===== config.mk =====
export PLATFORM = sky130hd
export DESIGN_NAME = rgb2gray_stream
export DESIGN_NICKNAME = d
export VERILOG_FILES = /design/src/rtl/rgb2gray_pkg.sv /design/src/rtl/rgb2gray_stream_pix_fifo.sv /design/src/rtl/rgb2gray_stream.sv
export SDC_FILE = /design/constraint.sdc
export NUM_CORES = 1
export LEC_CHECK = 0
export CORE_MARGIN = 10
export CORE_UTILIZATION = 55
export DETAILED_ROUTE_END_ITERATION = 8
export PLACE_DENSITY = 0.78
export SETUP_SLACK_MARGIN = 0.15
export SLEW_MARGIN = 20
export SYNTH_ARGS = -nofsm -noshare
export SYNTH_HDL_FRONTEND = slang
export SYNTH_SLANG_ARGS = --single-unit

===== constraint.sdc =====
create_clock -name clk -period 2.9 [get_ports clk]
set_input_delay 0.725 -clock clk [delete_from_list [all_inputs] [get_ports clk]]
set_output_delay 0.725 -clock clk [all_outputs]
set_load 0.005 [all_outputs]

===== src/rtl/rgb2gray_pkg.sv =====
`default_nettype none
// ============================================================================
// Module      : rgb2gray_pkg
// Description : Shared constants and types for the RGB-to-luma streaming
//               stage: frame geometry, luma weights, rounding constant,
//               FIFO sizing and the control FSM state encoding.
// Revision    : 1.0 - initial release
// ============================================================================
package rgb2gray_pkg;

   // Frame geometry; plane address is {row, col}, so IMG_W*IMG_H = 2**ADDR_W
   localparam int IMG_W   = 128;
   localparam int IMG_H   = 128;
   localparam int ADDR_W  = 14;
   localparam int NUM_PIX = IMG_W * IMG_H;

   // Pixel/luma sample width and FIFO entry width ({last, Y})
   localparam int PIX_W   = 8;
   localparam int ENTRY_W = PIX_W + 1;

   // Output buffering
   localparam int FIFO_DEPTH = 4;

   // Q0.8 luma weights; they sum to 256 so full-scale grey maps to 255
   localparam int COEF_R     = 77;
   localparam int COEF_G     = 150;
   localparam int COEF_B     = 29;
   localparam int LUMA_ROUND = 128;

   typedef enum logic [1:0] {
      ST_IDLE  = 2'd0,
      ST_RUN   = 2'd1,
      ST_DRAIN = 2'd2,
      ST_DONE  = 2'd3
   } state_e;

endpackage
`default_nettype wire


===== src/rtl/rgb2gray_stream_pix_fifo.sv =====
`default_nettype none
// ============================================================================
// Module      : pix_fifo
// Description : Small synchronous FIFO holding {last, Y} entries between the
//               luma pipeline and the output handshake. Head entry is visible
//               combinationally on o_head (first-word fall-through).
// Ports       : clk, rst         - clock, asynchronous active-high reset
//               i_push/i_push_data - write strobe and entry
//               i_pop              - remove head entry
//               o_head             - current head entry
//               o_count            - number of stored entries (0..DEPTH)
//               o_full/o_empty     - occupancy flags
// Revision    : 1.0 - initial release
// ============================================================================
module pix_fifo #(
   parameter int DEPTH = 4,
   parameter int WIDTH = 9
) (
   input  logic                     clk,
   input  logic                     rst,
   input  logic                     i_push,
   input  logic [WIDTH-1:0]         i_push_data,
   input  logic                     i_pop,
   output logic [WIDTH-1:0]         o_head,
   output logic [$clog2(DEPTH):0]   o_count,
   output logic                     o_full,
   output logic                     o_empty
);

   localparam int PTR_W = $clog2(DEPTH);

   logic [WIDTH-1:0] mem_q [DEPTH];
   logic [PTR_W-1:0] wr_ptr_q, wr_ptr_d;
   logic [PTR_W-1:0] rd_ptr_q, rd_ptr_d;
   logic [PTR_W:0]   count_q, count_d;

   always_comb begin
      wr_ptr_d = wr_ptr_q;
      rd_ptr_d = rd_ptr_q;
      count_d  = count_q;
      // Power-of-two depth: pointers wrap naturally
      if (i_push) begin
         wr_ptr_d = wr_ptr_q + PTR_W'(1);
      end
      if (i_pop) begin
         rd_ptr_d = rd_ptr_q + PTR_W'(1);
      end
      // Simultaneous push and pop leaves the occupancy unchanged
      case ({i_push, i_pop})
         2'b10:   count_d = count_q + (PTR_W+1)'(1);
         2'b01:   count_d = count_q - (PTR_W+1)'(1);
         default: count_d = count_q;
      endcase
   end

   always_ff @(posedge clk or posedge rst) begin
      if (rst) begin
         wr_ptr_q <= '0;
         rd_ptr_q <= '0;
         count_q  <= '0;
      end else begin
         wr_ptr_q <= wr_ptr_d;
         rd_ptr_q <= rd_ptr_d;
         count_q  <= count_d;
      end
   end

   // Storage carries no reset; stale contents are never observed because
   // the consumer qualifies the head with o_empty.
   always_ff @(posedge clk) begin
      if (i_push) begin
         mem_q[wr_ptr_q] <= i_push_data;
      end
   end

   assign o_head  = mem_q[rd_ptr_q];
   assign o_count = count_q;
   assign o_full  = (count_q == (PTR_W+1)'(DEPTH));
   assign o_empty = (count_q == '0);

   a_no_underflow: assert property (@(posedge clk) disable iff (rst) !(i_pop && o_empty));

endmodule
`default_nettype wire


===== src/rtl/rgb2gray_stream.sv =====
`default_nettype none
// ============================================================================
// Module      : rgb2gray_stream
// Description : Scans three filled R/G/B planes in raster order once start
//               is seen, converts every pixel to 8-bit luma through a
//               two-stage pipeline and streams the result over valid/ready.
//               Read issue is credit-gated so the output FIFO can never
//               overflow under backpressure.
// Ports       : clk, reset            - clock, asynchronous active-high reset
//               start                 - level, frame may begin (from demosaic)
//               rd_addr               - shared plane read address {row, col}
//               rdata_r/g/b           - plane data for rd_addr, same cycle
//               out_valid/ready/data  - luma output stream
//               out_last              - marks the final pixel of the frame
//               busy                  - high while RUN or DRAIN
//               done                  - sticky frame-complete flag
// Revision    : 1.0 - initial release
// ============================================================================
module rgb2gray_stream #(
   parameter int IMG_W      = rgb2gray_pkg::IMG_W,
   parameter int IMG_H      = rgb2gray_pkg::IMG_H,
   parameter int ADDR_W     = rgb2gray_pkg::ADDR_W,
   parameter int FIFO_DEPTH = rgb2gray_pkg::FIFO_DEPTH,
   parameter int COEF_R     = rgb2gray_pkg::COEF_R,
   parameter int COEF_G     = rgb2gray_pkg::COEF_G,
   parameter int COEF_B     = rgb2gray_pkg::COEF_B
) (
   input  logic                             clk,
   input  logic                             reset,
   input  logic                             start,
   output logic [ADDR_W-1:0]                rd_addr,
   input  logic [rgb2gray_pkg::PIX_W-1:0]   rdata_r,
   input  logic [rgb2gray_pkg::PIX_W-1:0]   rdata_g,
   input  logic [rgb2gray_pkg::PIX_W-1:0]   rdata_b,
   output logic                             out_valid,
   input  logic                             out_ready,
   output logic [rgb2gray_pkg::PIX_W-1:0]   out_data,
   output logic                             out_last,
   output logic                             busy,
   output logic                             done
);

   import rgb2gray_pkg::*;

   localparam int                CNT_W     = $clog2(FIFO_DEPTH) + 1;
   localparam logic [ADDR_W-1:0] LAST_ADDR = ADDR_W'(IMG_W * IMG_H - 1);
   localparam logic [CNT_W:0]    DEPTH_V   = (CNT_W+1)'(FIFO_DEPTH);

   // ------------------------------------------------------------------
   // State
   // ------------------------------------------------------------------
   state_e              state_q, state_d;
   logic [ADDR_W-1:0]   rd_addr_q, rd_addr_d;

   // S1: registered products plus valid/last tags
   logic                s1_valid_q, s1_valid_d;
   logic                s1_last_q, s1_last_d;
   logic [15:0]         p_r_q, p_r_d;
   logic [15:0]         p_g_q, p_g_d;
   logic [15:0]         p_b_q, p_b_d;

   // ------------------------------------------------------------------
   // Combinational nets
   // ------------------------------------------------------------------
   logic                issue;
   logic                at_last;
   logic                credit;
   logic [CNT_W:0]      occupancy;
   logic [15:0]         sum;
   logic [PIX_W-1:0]    luma;
   logic                sum_frac_unused;

   logic                fifo_push;
   logic [ENTRY_W-1:0]  fifo_push_data;
   logic                fifo_pop;
   logic [ENTRY_W-1:0]  fifo_head;
   logic [CNT_W-1:0]    fifo_count;
   logic                fifo_full;
   logic                fifo_empty;

   // ------------------------------------------------------------------
   // Credit: FIFO entries plus the item sitting in S1 (which is the entry
   // being written this cycle) must leave room for one more read. Any pixel
   // issued now lands in the FIFO two edges later, by which time at most
   // this many entries can be outstanding.
   // ------------------------------------------------------------------
   assign occupancy = {1'b0, fifo_count} + {{CNT_W{1'b0}}, s1_valid_q};
   assign credit    = (occupancy < DEPTH_V);
   assign at_last   = (rd_addr_q == LAST_ADDR);

   // ------------------------------------------------------------------
   // FSM and issue control
   // ------------------------------------------------------------------
   always_comb begin
      state_d    = state_q;
      rd_addr_d  = rd_addr_q;
      issue      = 1'b0;
      s1_valid_d = 1'b0;
      s1_last_d  = 1'b0;
      p_r_d      = p_r_q;
      p_g_d      = p_g_q;
      p_b_d      = p_b_q;

      case (state_q)
         ST_IDLE: begin
            if (start) begin
               state_d = ST_RUN;
            end
         end
         ST_RUN: begin
            if (credit) begin
               issue = 1'b1;
               // Counter holds at the final address instead of wrapping
               if (at_last) begin
                  state_d = ST_DRAIN;
               end else begin
                  rd_addr_d = rd_addr_q + ADDR_W'(1);
               end
            end
         end
         ST_DRAIN: begin
            if (fifo_pop && fifo_head[PIX_W]) begin
               state_d = ST_DONE;
            end
         end
         ST_DONE: begin
            state_d = ST_DONE;
         end
         default: begin
            state_d = ST_IDLE;
         end
      endcase

      if (issue) begin
         s1_valid_d = 1'b1;
         s1_last_d  = at_last;
         p_r_d      = 16'(rdata_r) * 16'(COEF_R);
         p_g_d      = 16'(rdata_g) * 16'(COEF_G);
         p_b_d      = 16'(rdata_b) * 16'(COEF_B);
      end
   end

   always_ff @(posedge clk or posedge reset) begin
      if (reset) begin
         state_q    <= ST_IDLE;
         rd_addr_q  <= '0;
         s1_valid_q <= 1'b0;
         s1_last_q  <= 1'b0;
         p_r_q      <= '0;
         p_g_q      <= '0;
         p_b_q      <= '0;
      end else begin
         state_q    <= state_d;
         rd_addr_q  <= rd_addr_d;
         s1_valid_q <= s1_valid_d;
         s1_last_q  <= s1_last_d;
         p_r_q      <= p_r_d;
         p_g_q      <= p_g_d;
         p_b_q      <= p_b_d;
      end
   end

   // ------------------------------------------------------------------
   // S2: weighted sum with round-half-up, then drop the fraction.
   // Weights sum to 256, so the worst case is 255*256 + 128 = 65408.
   // ------------------------------------------------------------------
   assign sum             = p_r_q + p_g_q + p_b_q + 16'(LUMA_ROUND);
   assign luma            = sum[15:8];
   assign sum_frac_unused = |sum[7:0];

   assign fifo_push      = s1_valid_q;
   assign fifo_push_data = {s1_last_q, luma};
   assign fifo_pop       = out_valid & out_ready;

   pix_fifo #(
      .DEPTH (FIFO_DEPTH),
      .WIDTH (ENTRY_W)
   ) u_pix_fifo (
      .clk         (clk),
      .rst         (reset),
      .i_push      (fifo_push),
      .i_push_data (fifo_push_data),
      .i_pop       (fifo_pop),
      .o_head      (fifo_head),
      .o_count     (fifo_count),
      .o_full      (fifo_full),
      .o_empty     (fifo_empty)
   );

   // ------------------------------------------------------------------
   // Outputs: head of FIFO, forced to zero while empty so that reset and
   // idle both present a clean all-zero stream interface.
   // ------------------------------------------------------------------
   assign out_valid = ~fifo_empty;
   assign out_data  = fifo_empty ? '0 : fifo_head[PIX_W-1:0];
   assign out_last  = ~fifo_empty & fifo_head[PIX_W];
   assign rd_addr   = rd_addr_q;
   assign busy      = (state_q == ST_RUN) || (state_q == ST_DRAIN);
   assign done      = (state_q == ST_DONE);

   a_no_overflow: assert property (@(posedge clk) disable iff (reset) !(fifo_push && fifo_full && !fifo_pop));

endmodule
`default_nettype wire


==> results.toml <==
[synthesis]
synth_cells = 766
synth-async-reset-ratio_pct = 65.38
avgSynthCellArea_um2 = 10.52
synth.largest_area_cell = "ha_1"
synth_seq_cells = 104
yosysWarnings = 0
synth_top_area_share_pct = 21.26
synth_seq_area_share_pct = 34.52
synth_edf_count = 36
synth_fp_nets = 970
yosys_most_used_dff = "dfrtp_1"
synthTopCellsByArea = "ha_1, dfrtp_1, edfxtp_1"
yosys.cell_types.count = 58
netlist_area_um2 = 8061

[setup_path]
cp_common_cell = "ha_4"
rrSetupSlack_ns = -0.22
crit_buf_inv = 5
worst_setup_path_end_kind = "register"
required_ns = 3.14
start_kind = "input pin"
critPathMaxStageDelay_ns = 0.51
worstPathArrival_ns = 3.64
cp_top_family = "adder cells"
reg2reg_to = "u_pix_fifo.mem_q[1][6]"
worstSetupPathType = "input pin to register"
r2r_cells = 12
crit_slowest_cell = "fa_1"
crit_fanout = 3
r2r-start = "p_r_q[8]"
crit_chain = "buf_8, ha_4, ha_4, ha_4, inv_2, fa_1, inv_2, ha_4, a21o_1, buf_6, buf_6, a311o_1, a21oi_2, xor2_1, o21ai_1"

[cts]
cts_tree = "yes"
clockRootBuffer = "clkbuf_16"
clock-sinks = 104
clkTransAtPathRegs_ns = 0.07
cts_max_level = 3
cts_made_buffers = 9
clock_latency_ns = 0.36
clock_path_buffers = 2

[sta]
max_slew_margin_pct = 61.20
setup_ws_ns = -0.5042
drv_slew = 0
finalCritPeriodShare_pct = 117.4
fin_crit_ns = 3.404
max_slew.worst_pin.slew_ns = 0.5812
setup_violations = 42
finalSetupTns_ns = -10.56
max_freq_mhz = 293.8
rsz0062_at_grt = "true"
fin_skew_ns = 0.008421
hold_viol = 0

[placement]
place.gp.congestion = 0.8504
port_buffers = 53
dpl.hpwl_um = 13880

[power]
power_mw = 6.538
peakVddDrop_uv = 499.4
p_leak_nw = 5.271
power-per-cell-area_nw_per_um2 = 577.4

[global_route]
grt_use_met1_pct = 22.44
antenna_found_initial = 0
grt_max_degree = 44
track_usage_pct = 20.46
grt_overflow = 0
top_usage_layer = "met2"
grt_use_met3_pct = 3.628
grt_pass1_wl_um = 33600
met2_usage_pct = 38.12
grt_pass1_vias = 7013

[route]
viasPerCell = 5.713
drt_first_pass_iters = 5
routed_wirelength_um = 22190
drt-initial-drc-count = 354
vias = 6518
drt-wirelength-per-cell_um = 19.44
antenna_left = 0
drc = 0

[floorplanning]
dieHeight_um = 141.1
die_x_um = 141.1
io_pins = 54
core.rowCount = 44
die_area_um2 = 19900
core_um2 = 14420
initial_utilization_pct = 55.89

[cells_and_area]
diodes = 0
area_growth_pct = 40.46
finalNetCount = 1156
final_util_pct = 78.50
final_common_cell = "buf_4"
final_cell_mix = "buf_4, inv_1, ha_1, dfrtp_1, nand2_1"
drive_above_1_share_pct = 35.11

[status]
violations = "setup timing"
status = "complete, but fails checks"

[worst_hold_path]
hold_end = "u_pix_fifo.o_count[2]"
hold_start = "u_pix_fifo.o_count[2]"
hold_class = "register to register"
whs_path_depth = 1

[run]
drv_cap = 0
worst reg2reg max path, cell delays in order, from the launching register on:
cell and delay, ns:
dfrtp_1 0.37, inv_1 0.10, fa_1 0.56, inv_1 0.05, ha_1 0.34, ha_4 0.31, buf_4 0.12, nand3_4 0.07
nand2_4 0.08, o22ai_4 0.08, o31a_1 0.34, o21bai_1 0.22, xor2_1 0.28
where the power goes:
group | switching (mW) | internal, mW
sequential | 0.0838 | 1.65
clock | 0.568 | 0.614
combinational | 1.70 | 1.93
worst max path at each step:
stage | start | to | slack [ns] | cells after the start
after floorplan | rdata_g[3] | p_g_q[13] | -0.58 | 13
after global placement | rdata_g[5] | p_g_q[13] | -1.20 | 14
after detailed placement | rdata_r[4] | p_r_q[14] | -1.39 | 14
after CTS | rdata_r[5] | p_r_q[14] | -0.55 | 14
after global routing | rdata_g[5] | p_g_q[10] | -0.55 | 15
final | rdata_g[5] | p_g_q[10] | -0.50 | 15
stage by stage:
stage	cells	cell area, um^2	setup slack (ns)	hold WS, ns
floorplan	766	8341	-0.5831	0.4463
global placement	1093	9837	-1.203	0.4647
detailed placement	1093	9837	-1.386	0.4758
CTS	1130	10860	-0.5474	0.4917
global route	1141	11320	-0.5506	0.5196
finish	1141	11320	-0.5042	0.5018
sequential cells by signal, summed over array words and instances (netlist names), 2 cells and up:
register	count
u_pix_fifo.mem_q	36
u_pix_fifo.rd_ptr_q	2
u_pix_fifo.o_count	3
p_b_q	13
p_r_q	15
p_g_q	15
rd_addr	14
u_pix_fifo.wr_ptr_q	2
state_q	2
cell type report:
cell class,count,area [um^2]
Fill cell,795,3100
Tap cell,184,230.2
Sequential cell,104,2784
Clock inverter,5,43.79
Clock buffer,11,242.7
Multi-Input combinational cell,508,5831
Inverter,139,528.0
Timing Repair Buffer,190,1664
layer usage:
layer | part of all wire (%) | vias up
met5 | 0 | -
met4 | 3.9 | 0
met3 | 4.4 | 71
met2 | 54 | 211
met1 | 37 | 3264
li1 | - | 2972
kinds of logic after synthesis:
logic type	synth area share (%)
fa+ha+maj	30.95
buf+inv	7.310
simple gates	9.498
compound gates	9.483
flops	34.52
xor+xnor	5.215
mux	3.026
what timing repair did:
action,CTS,global route
gates resized for setup,193,70
setup endpoints to repair,70,61
hold buffers,0,0
pin swaps,99,70
gates cloned,1,0
buffers inserted,20,11
cells in the mapped netlist (3+ instances only):
master	n
xor2_1	22
inv_1	138
nor2_1	17
nor4_1	3
o31ai_1	4
a21o_1	15
nor3_1	8
a31oi_1	9
xnor2_1	26
dfrtp_1	68
and2_1	15
ha_1	137
buf_2	9
mux4_2	9
o21bai_1	3
fa_1	39
nand2_1	56
o22ai_1	3
o21a_1	4
nand2b_1	4
nor2b_1	4
nand4_1	5
a211oi_1	5
nand3_1	12
clkbuf_1	6
or3_1	4
o21ai_0	45
mux2i_1	3
a21oi_1	21
edfxtp_1	36
Note: power is estimated with default switching activity, not from simulation.
